===== src/rtl/nor3_selftest_ctrl.sv =====
// Built-in self-test sequencer for a 3-input NOR gate.
// It walks all eight input vectors in order 000..111 as {a,b,c}.
// Each vector is held for a settle interval, then the gate output is sampled once.
// Mismatching vectors are recorded in fail_vec and counted in err_cnt.
module nor3_selftest_ctrl #(
   parameter int SETTLE_CYC = 1
) (
   input  logic       clk,
   input  logic       rst_n,
   input  logic       start,
   input  logic       abort,
   output logic       din_a,
   output logic       din_b,
   output logic       din_c,
   input  logic       gate_dout,
   output logic       busy,
   output logic       done,
   output logic       pass,
   output logic [3:0] err_cnt,
   output logic [7:0] fail_vec
);

   // A settle interval below one cycle is treated as one cycle.
   localparam int unsigned SETTLE_EFF = (SETTLE_CYC < 1) ? 32'd1 : 32'(SETTLE_CYC);
   localparam int unsigned CNT_W      = $clog2(SETTLE_EFF + 1);
   localparam int unsigned VEC_W      = 3;
   localparam int unsigned ERR_W      = 4;
   localparam int unsigned NVEC       = 8;

   typedef enum logic [1:0] {
      S_IDLE,
      S_DRIVE,
      S_SAMPLE,
      S_DONE
   } state_t;

   state_t             state_q;
   logic [VEC_W-1:0]   vec_q;
   logic [CNT_W-1:0]   cnt_q;
   logic [VEC_W-1:0]   din_q;
   logic               busy_q;
   logic               done_q;
   logic               pass_q;
   logic [ERR_W-1:0]   err_cnt_q;
   logic [NVEC-1:0]    fail_vec_q;

   logic [CNT_W-1:0]   cnt_d;
   logic               expected_c;
   logic               mismatch_c;
   logic [ERR_W-1:0]   err_cnt_d;
   logic [NVEC-1:0]    fail_vec_d;

   // Settle count and the result of comparing the gate against the NOR of the current vector.
   always_comb begin
      cnt_d      = cnt_q + CNT_W'(1);
      expected_c = (vec_q == VEC_W'(0));
      mismatch_c = (gate_dout != expected_c);
      err_cnt_d  = err_cnt_q;
      fail_vec_d = fail_vec_q;
      if (mismatch_c) begin
         err_cnt_d  = err_cnt_q + ERR_W'(1);
         fail_vec_d = fail_vec_q | (NVEC'(1) << vec_q);
      end
   end

   // Sequencer state and registered outputs. Reset is synchronous and overrides everything.
   always_ff @(posedge clk) begin
      if (!rst_n) begin
         state_q    <= S_IDLE;
         vec_q      <= '0;
         cnt_q      <= '0;
         din_q      <= '0;
         busy_q     <= 1'b0;
         done_q     <= 1'b0;
         pass_q     <= 1'b0;
         err_cnt_q  <= '0;
         fail_vec_q <= '0;
      end else begin
         done_q <= 1'b0;
         unique case (state_q)
            S_IDLE: begin
               if (start && !abort) begin
                  state_q    <= S_DRIVE;
                  vec_q      <= '0;
                  cnt_q      <= '0;
                  din_q      <= '0;
                  busy_q     <= 1'b1;
                  pass_q     <= 1'b0;
                  err_cnt_q  <= '0;
                  fail_vec_q <= '0;
               end
            end
            S_DRIVE: begin
               if (abort) begin
                  state_q <= S_IDLE;
                  cnt_q   <= '0;
                  din_q   <= '0;
                  busy_q  <= 1'b0;
                  pass_q  <= 1'b0;
               end else begin
                  cnt_q <= cnt_d;
                  if (cnt_d == CNT_W'(SETTLE_EFF)) begin
                     state_q <= S_SAMPLE;
                  end
               end
            end
            S_SAMPLE: begin
               if (abort) begin
                  state_q <= S_IDLE;
                  cnt_q   <= '0;
                  din_q   <= '0;
                  busy_q  <= 1'b0;
                  pass_q  <= 1'b0;
               end else begin
                  err_cnt_q  <= err_cnt_d;
                  fail_vec_q <= fail_vec_d;
                  cnt_q      <= '0;
                  if (vec_q == VEC_W'(NVEC - 1)) begin
                     state_q <= S_DONE;
                     din_q   <= '0;
                     busy_q  <= 1'b0;
                     done_q  <= 1'b1;
                     pass_q  <= (err_cnt_d == ERR_W'(0));
                  end else begin
                     state_q <= S_DRIVE;
                     vec_q   <= vec_q + VEC_W'(1);
                     din_q   <= vec_q + VEC_W'(1);
                  end
               end
            end
            S_DONE: begin
               state_q <= S_IDLE;
               if (abort) begin
                  pass_q <= 1'b0;
               end
            end
            default: begin
               state_q <= S_IDLE;
            end
         endcase
      end
   end

   assign din_a    = din_q[2];
   assign din_b    = din_q[1];
   assign din_c    = din_q[0];
   assign busy     = busy_q;
   assign done     = done_q;
   assign pass     = pass_q;
   assign err_cnt  = err_cnt_q;
   assign fail_vec = fail_vec_q;

endmodule


===== config.mk =====
export PLATFORM = sky130hd
export DESIGN_NAME = nor3_selftest_ctrl
export DESIGN_NICKNAME = d
export VERILOG_FILES = /design/src/rtl/nor3_selftest_ctrl.sv
export SDC_FILE = /design/constraint.sdc
export NUM_CORES = 1
export LEC_CHECK = 0
export ABC_AREA = 0
export ABC_CLOCK_PERIOD_IN_PS = 2000
export CAP_MARGIN = 10
export CORE_UTILIZATION = 46
export CTS_CLUSTER_SIZE = 10
export DETAILED_ROUTE_END_ITERATION = 8
export GPL_ROUTABILITY_DRIVEN = 0
export PLACE_DENSITY = 0.83
export SYNTH_ARGS = -nofsm -noshare
export SYNTH_HDL_FRONTEND = slang
export SYNTH_SLANG_ARGS = --single-unit
export TNS_END_PERCENT = 10

===== constraint.sdc =====
create_clock -name clk -period 2 [get_ports clk]
set_clock_uncertainty 0.05 [all_clocks]
set_input_delay 0.2 -clock clk [delete_from_list [all_inputs] [get_ports clk]]
set_output_delay 0.2 -clock clk [all_outputs]
set_load 0.01 [all_outputs]

* Word-level counts from Yosys, hierarchy flattened *
Cells that the tools add are included.

word-level totals
  bits in registers = 24
  output and inout bits = 18

cells by class
  $add $sub $neg = 3
  equality and inequality tests = 13
  shifts and indexed selects = 1
  mux-type cells = 34
  bitwise gates (word level) = 3
  reduce and logical (&&, ||, !) cells = 17

operators with widths
  cell                                              number
  2-to-1 mux 8 bit                                  3
  2-to-1 mux 3 bit                                  6
  case mux 8 bit (2 select lines)                   1
  2-to-1 mux 4 bit                                  3
  AND reduction 4 bit                               3
  2-to-1 mux 2 bit                                  5
  != test 2 bit (second input constant)             5
  2-to-1 mux 1 bit                                  9
  case mux 1 bit (3 select lines)                   3
  case mux 3 bit (3 select lines)                   1
  AND reduction 3 bit                               3
  OR 8 bit                                          1
  case mux 2 bit (4 select lines)                   1
  case mux 4 bit (2 select lines)                   1
  left shift 1 x 3 -> 8 bit (first input constant)  1
  != test 3 bit (second input constant)             2
  case mux 3 bit (2 select lines)                   1
  adder 4 x 1 -> 4 bit (second input constant)      1
  equality test 2 bit (second input constant)       2
  logical NOT 4 bit                                 1
  AND reduction 2 bit                               2
  adder 3 x 1 -> 3 bit (second input constant)      1
  equality test 3 bit (second input constant)       1
  logical NOT 3 bit                                 1
  other kinds (12)                                  13

* Logic depth before layout (Yosys ltp) *
Gate-level depths: netlist of run 1.

  depth in word-level cells = 7
  gate-level depth with buffers = 8
  depth with buffers taken out = 7

* Least setup slack after synthesis of run 1 *
OpenSTA, ideal clock, no wires.

  path type = flip-flop to flip-flop
  from = register vec_q[0]
  to = register err_cnt_q[3], in the netlist err_cnt[3]
  arrival time = 1.626 ns
  data required time = 1.880 ns
  path slack = 0.254 ns
  stages on the path, launching flop included = 7
  path buffers = 0
  clock period less this slack = 1.746 ns
  cell sequence = dfxtp_1 inv_1 ha_1 nor2b_4 xnor2_2 or4_1 a21oi_1

on the way
  cells in the longest elaborated chain, start to end = 5

ends and longest elaborated chain
  what                             RTL line  RTL
  from (decl)                      38        logic [VEC_W-1:0] vec_q;
  from (signal assigned)           126       vec_q <= vec_q + VEC_W'(1);
  logical NOT 3 bit                56        expected_c = (vec_q == VEC_W'(0));
  != test 1 bit                    57        mismatch_c = (gate_dout != expected_c);
  2-to-1 mux 4 bit                 60        if (mismatch_c) begin
  2-to-1 mux 4 bit                 108       if (abort) begin
  case mux 4 bit (2 select lines)  80        unique case (state_q)
  to (signal assigned)             115       err_cnt_q <= err_cnt_d;
  to (decl)                        44        logic [ERR_W-1:0] err_cnt_q;

No other way between the ends. The select of a mux whose other input is x is not followed.
A chain may end at the register's enable or synchronous reset.

* Worst setup path after layout of run 1 *
  from = register vec_q[1]
  to = register err_cnt_q[3], in the netlist err_cnt[3]

The elaborated chain is that of the path after synthesis.

==> results of run 1 <==
routing by layer:
layer	track usage (%)	share of wire (%)	vias up
li1	-	-	576
met1	27.9	42	521
met2	39.4	51	40
met3	4.44	4.8	8
met4	12.8	2.3	0
met5	0	0	-
area by class of cell:
class	count	share of cell area (%)
repair buffers	30	17.2
flip-flops and latches	24	29.6
inverters	8	1.84
clock buffers	3	1.38
well taps	30	2.30
multi-input cells	112	45.9
clock inverters	1	1.84
worst max-delay path: cells and delay by family (launching register included):
family                     cells  cell delay [ns]
DFF                            1             0.41
buffers and inverters          1             0.09
xor gates and xnor gates       1             0.21
AOI/OAI and AO/OA              1             0.15
and+or+nand+nor                2             0.70
adders and majority gates      1             0.23
cell usage in the layout, fill, tap and decap left out, types with 3 or more instances in the layout:
cell type,count
nand2b_1,7
ha_1,12
inv_1,8
a21oi_1,18
clkbuf_4,3
dfxtp_1,22
a31oi_1,4
nor3_1,5
nand2_1,9
buf_4,8
nand3_1,4
nor2_1,23
clkdlybuf4s50_1,22
a22oi_1,3
registers in the layout (all words and copies together) (netlist names):
register  count
busy          1
done          1
fail_vec      8
pass          1
cnt_q         1
err_cnt       4
din_q         3
vec_q         3
state_q       2
final timing paths:
kind,startpoint,to,slack (ns),depth (start not counted)
worst max register to register,vec_q[1]$_SDFFE_PN0P_,err_cnt[3]$_SDFFE_PN0P_,0.11,6
worst min register to register,fail_vec[6]$_SDFFE_PN0P_,fail_vec[6]$_SDFFE_PN0P_,0.44,2
worst max-delay path,vec_q[1]$_SDFFE_PN0P_,err_cnt[3]$_SDFFE_PN0P_,0.11,6
worst min-delay path,fail_vec[6]$_SDFFE_PN0P_,fail_vec[6]$_SDFFE_PN0P_,0.44,2
what timing repair did:
action                                  CTS  global route
pin swaps                                 0             2
gates resized for setup                   1             3
endpoints found under the setup margin    1            11
per-stage QoR:
stage / cell area (um^2) / worst slack, ns / utilization (%)
floorplan: 1250 / 0.254 / -
global placement: 1560 / 0.187 / 62.0
global route: 1630 / 0.00438 / 64.7
finish: 1630 / 0.109 / 64.7
CTS: 1620 / 0.0424 / 64.3
detailed placement: 1560 / 0.0161 / 62.0
logic make-up (layout without fill, tap and decap cells):
family,after synthesis,in the layout,share of synthesized area (%)
AND/OR/NAND/NOR,58,58,23.1
AO/OA/AOI/OAI,38,38,20.0
flip-flops,24,24,38.3
adder cells (fa/ha/maj),12,12,12.0
buffers and inverters,10,42,3.09
XOR/XNOR,3,3,2.69
multiplexers,1,1,0.798
power groups by stage:
stage               clock network (W)  logic, W  registers, W
floorplan                           0  0.000120      0.000513
global placement                    0  0.000180      0.000511
detailed placement                  0  0.000191      0.000512
CTS                          0.000366  0.000194      0.000502
global route                 0.000386  0.000213      0.000504
finish                       0.000357  0.000195      0.000503
==> results_dict.tcl, run 1 <==
set metrics [dict create \
    irDropWorstVdd_mv 0.497 \
    finalSetupTns_ns 0 \
    setup_viol 0 \
    worstSkewPairLatency_ns 0.32 \
    postCtsSetupRepairBufs 0 \
    synth_most_common_cell "dfxtp_1" \
    synth_top_cell_area_share_pct 38.3 \
    synth_top_cells_by_count "dfxtp_1 (24), nor2_1 (23), a21oi_1 (18), ha_1 (12), nand2_1 (9)" \
    grt_pass1_wl_mm 4.94 \
    grt_max_degree 15 \
    crit_type "flip-flop to flip-flop" \
    grt-ovfl-total 0 \
    path_cells "inv_1 > ha_1 > nor2b_4 > xnor2_2 > or4_1 > a21oi_1" \
    ff_latch_area_um2 483 \
    synthCells 146 \
    period_share_pct 94.5 \
    wl_mm 3.01 \
    die-width_um 54.2 \
    slew_headroom_pct 57.3 \
    drive_above_1_share_pct 14.0 \
    slew_viol_final 0 \
    intPower_w 0.000783 \
    ys_seq_elements 24 \
    nNetsFinal 196 \
    powerDensity_nw_per_um2 646 \
    die_height_um 54.2 \
    num_io_pins 23 \
    p_sw_w 0.000271 \
    core_um2 2520 \
    synth.distinct_cells 35 \
    clkTransAtPathRegs_ns 0.14 \
    multi_input_area_um2 748 \
    synth_ff_type "dfxtp_1" \
    cp-end-kind "flip-flop" \
    cts_max_level 1 \
    synth_area_per_cell_um2 8.60 \
    rows 18 \
    async_flop_share_pct 0 \
    diodes 0 \
    pwr-share-comb_pct 18.5 \
    stdcell_count 208 \
    yosys-top-cells-area "dfxtp_1 (38%), ha_1 (12%), a21oi_1 (7.2%)" \
    cts_buffer_depth 2 \
    first_global_vias 1115 \
    worst_pin_slew_ns 0.638 \
    yosysWarnings 0 \
    vias 1145 \
    cts_buffers 3 \
    critPathArrivalTime_ns 2.11 \
    crit_required_ns 2.22 \
    wl_per_cell_um 14.5 \
    ant_nets 0 \
    crit_path_top_delay_cell "or4_1" \
    timing.fmax_mhz 529 \
    seq_area_frac_synth_pct 38.3 \
    viasPerCell 5.50 \
    leakage_nw 0.620 \
    power.total_w 0.00105 \
    hold_ws_ns 0.438 \
    dieArea_um2 2940 \
    netlist_area_um2 1250 \
    start_kind "flip-flop" \
    power_frac_clock_pct 33.8 \
    area_delta_synth_final_pct 30.0 \
    root_buffer "clkbuf_4" \
    synth_top_area_cell "dfxtp_1" \
    drt_iter0_drc 36 \
    cts_num_sinks 24 \
    rsz0062_at_grt "false" \
    cts_tree "built" \
    initial_utilization_pct 49.8 \
    synth_edf_count 0 \
    dr.pass1.iters 4 \
    place.port_buffers 22 \
    n_fill_cell 213 \
    status "completed" \
    drc 0 \
    pwr-share-seq_pct 47.7 \
    antenna_found_initial 0 \
    worst-path-max-fanout 7 \
    track_usage_pct 23.4 \
    hold_class "flip-flop to flip-flop" \
    cap_violations 0 \
    hold_violations 0 \
    period_minus_slack_ns 1.89 \
    max_stage_delay_ns 0.54 \
    dpl.cell_count 204 \
    dpl.hpwl_mm 2.25 \
    switching_share_pct 25.7 \
    hold_buffers 0 \
    synth_nets 163 \
]
No activity file was read; power rests on OpenSTA's default activity.
==> run 2: changes to the inputs <==
--- a/config.mk
+++ b/config.mk
@@ -8,6 +8,7 @@
 export ABC_AREA = 0
 export ABC_CLOCK_PERIOD_IN_PS = 2000
 export CAP_MARGIN = 10
+export CORE_MARGIN = 2
 export CORE_UTILIZATION = 46
 export CTS_CLUSTER_SIZE = 10
 export DETAILED_ROUTE_END_ITERATION = 8
==> results_dict.tcl, run 2 (synthesis gave the netlist of run 1 again) <==
set metrics [dict create \
    crit_path_top_delay_cell "or4_1" \
    stdcell_count 208 \
    grt_max_degree 15 \
    leakage_nw 0.619 \
    crit_type "flip-flop to flip-flop" \
    drc 0 \
    start_kind "flip-flop" \
    nNetsFinal 196 \
    area_delta_synth_final_pct 30.0 \
    worstSetupStartpoint "vec_q[0]$_SDFFE_PN0P_" \
    dieArea_um2 3160 \
    cts_buffer_depth 2 \
    drive_above_1_share_pct 14.0 \
    post_cts_resized 0 \
    worst_pin_slew_ns 0.623 \
    cts_max_level 1 \
    hold_violations 0 \
    cap_violations 0 \
    final_cell_mix "nor2_1 (23), dfxtp_1 (22), clkdlybuf4s50_1 (22)" \
    irDropWorstVdd_mv 0.552 \
    critPathArrivalTime_ns 2.08 \
    dpl.cell_count 204 \
    vias 1117 \
    final_common_cell "nor2_1" \
    dpl.hpwl_mm 2.15 \
    num_io_pins 23 \
    hold_class "flip-flop to flip-flop" \
    ant_nets 0 \
    grt-ovfl-total 0 \
    worst-path-max-fanout 7 \
    max_stage_delay_ns 0.53 \
    clkTransAtPathRegs_ns 0.14 \
    rrSetupSlack_ns 0.13 \
    place.port_buffers 22 \
    core_um2 2520 \
    largest_register_ffs 8 \
    grt_pass1_wl_mm 4.68 \
    endpoint "err_cnt[3]$_SDFFE_PN0P_" \
    viasPerCell 5.37 \
    die_height_um 56.2 \
    wl_mm 2.78 \
    status "completed" \
    rows 18 \
    cts_num_sinks 24 \
    drt_iter0_drc 35 \
    first_global_vias 1078 \
    cts_buffers 3 \
    track_usage_pct 18.1 \
    hold_buffers 0 \
    period_share_pct 93.7 \
    diodes 0 \
    crit_required_ns 2.20 \
    cts_tree "built" \
    path_cells "inv_1 > ha_1 > nor2b_4 > xnor2_2 > or4_1 > a21oi_1" \
    antenna_found_initial 0 \
    cp-end-kind "flip-flop" \
    dr.pass1.iters 4 \
    wl_per_cell_um 13.4 \
    powerDensity_nw_per_um2 640 \
    initial_utilization_pct 49.8 \
    die-width_um 56.2 \
    reg2regPathDepth 6 \
    reg2reg_to "err_cnt[3]$_SDFFE_PN0P_" \
    root_buffer "clkbuf_4" \
    finish.utilization_pct 64.7 \
    postCtsSetupRepairBufs 0 \
    worstSkewPairLatency_ns 0.32 \
    timing.fmax_mhz 534 \
    setup_viol 0 \
    slew_headroom_pct 58.3 \
    hold_ws_ns 0.439 \
    period_minus_slack_ns 1.87 \
    rr_startpoint "vec_q[0]$_SDFFE_PN0P_" \
    slew_viol_final 0 \
]
## run 2: cell counts in the layout (fill, tap and decap cells not counted)
No cell type changed its count.
## run 2: per-layer routing
layer | vias up | track usage [%] | wire (um)
met5 | - | 0 | 0
met1 | 512 | 23.3 | 1270
met4 | 0 | 6.80 | 53
li1 | 574 | - | -
met2 | 24 | 29.9 | 1350
met3 | 7 | 3.26 | 110
## run 2: worst min path at each step
stage                               end  slack [ns]                startpoint  depth (start not counted)
2_1_floorplan           done$_SDFF_PP0_        0.24                     abort                          1
4_1_cts        fail_vec[6]$_SDFFE_PN0P_        0.45  fail_vec[6]$_SDFFE_PN0P_                          2
3_5_place_dp   fail_vec[6]$_SDFFE_PN0P_        0.41  fail_vec[6]$_SDFFE_PN0P_                          2
6_report       fail_vec[4]$_SDFFE_PN0P_        0.44  fail_vec[4]$_SDFFE_PN0P_                          2
3_3_place_gp   fail_vec[6]$_SDFFE_PN0P_        0.40  fail_vec[6]$_SDFFE_PN0P_                          2
5_1_grt        fail_vec[6]$_SDFFE_PN0P_        0.47  fail_vec[6]$_SDFFE_PN0P_                          2
## run 2: power breakdown
part	total [W]	switching (W)	internal, W
Clock	0.000350	0.000147	0.000203
Sequential	0.000502	0.00000998	0.000492
Combinational	0.000192	0.000104	0.0000887
Total	0.00104	0.000261	0.000784
## run 2: layout make-up
cell class              instances  area [um^2]
fillers                       220          891
well taps                      30         37.5
repair buffers                 30          280
inverters                       8         30.0
clock buffers                   3         22.5
flip-flops and latches         24          483
multi-input cells             112          748
clock inverters                 1         30.0
## run 2: worst max-delay path, delay by kind of cell (launching register included)
kind / cells / cell delay [ns]
xor gates and xnor gates: 1 / 0.21
DFF: 1 / 0.38
adders and majority gates: 1 / 0.24
buffers and inverters: 1 / 0.09
AOI/OAI and AO/OA: 1 / 0.15
and+or+nand+nor: 2 / 0.68
## run 2: stage by stage
step | cell area, um^2 | setup TNS (ns) | total power [W] | setup slack (ns)
final | 1630 | 0 | 0.00104 | 0.127
after global placement | 1560 | 0 | 0.000692 | 0.186
after global routing | 1630 | -0.00757 | 0.00109 | -0.00757
after floorplan | 1250 | 0 | 0.000633 | 0.254
after CTS | 1620 | 0 | 0.00105 | 0.0527
after detailed placement | 1560 | 0 | 0.000700 | 0.0936
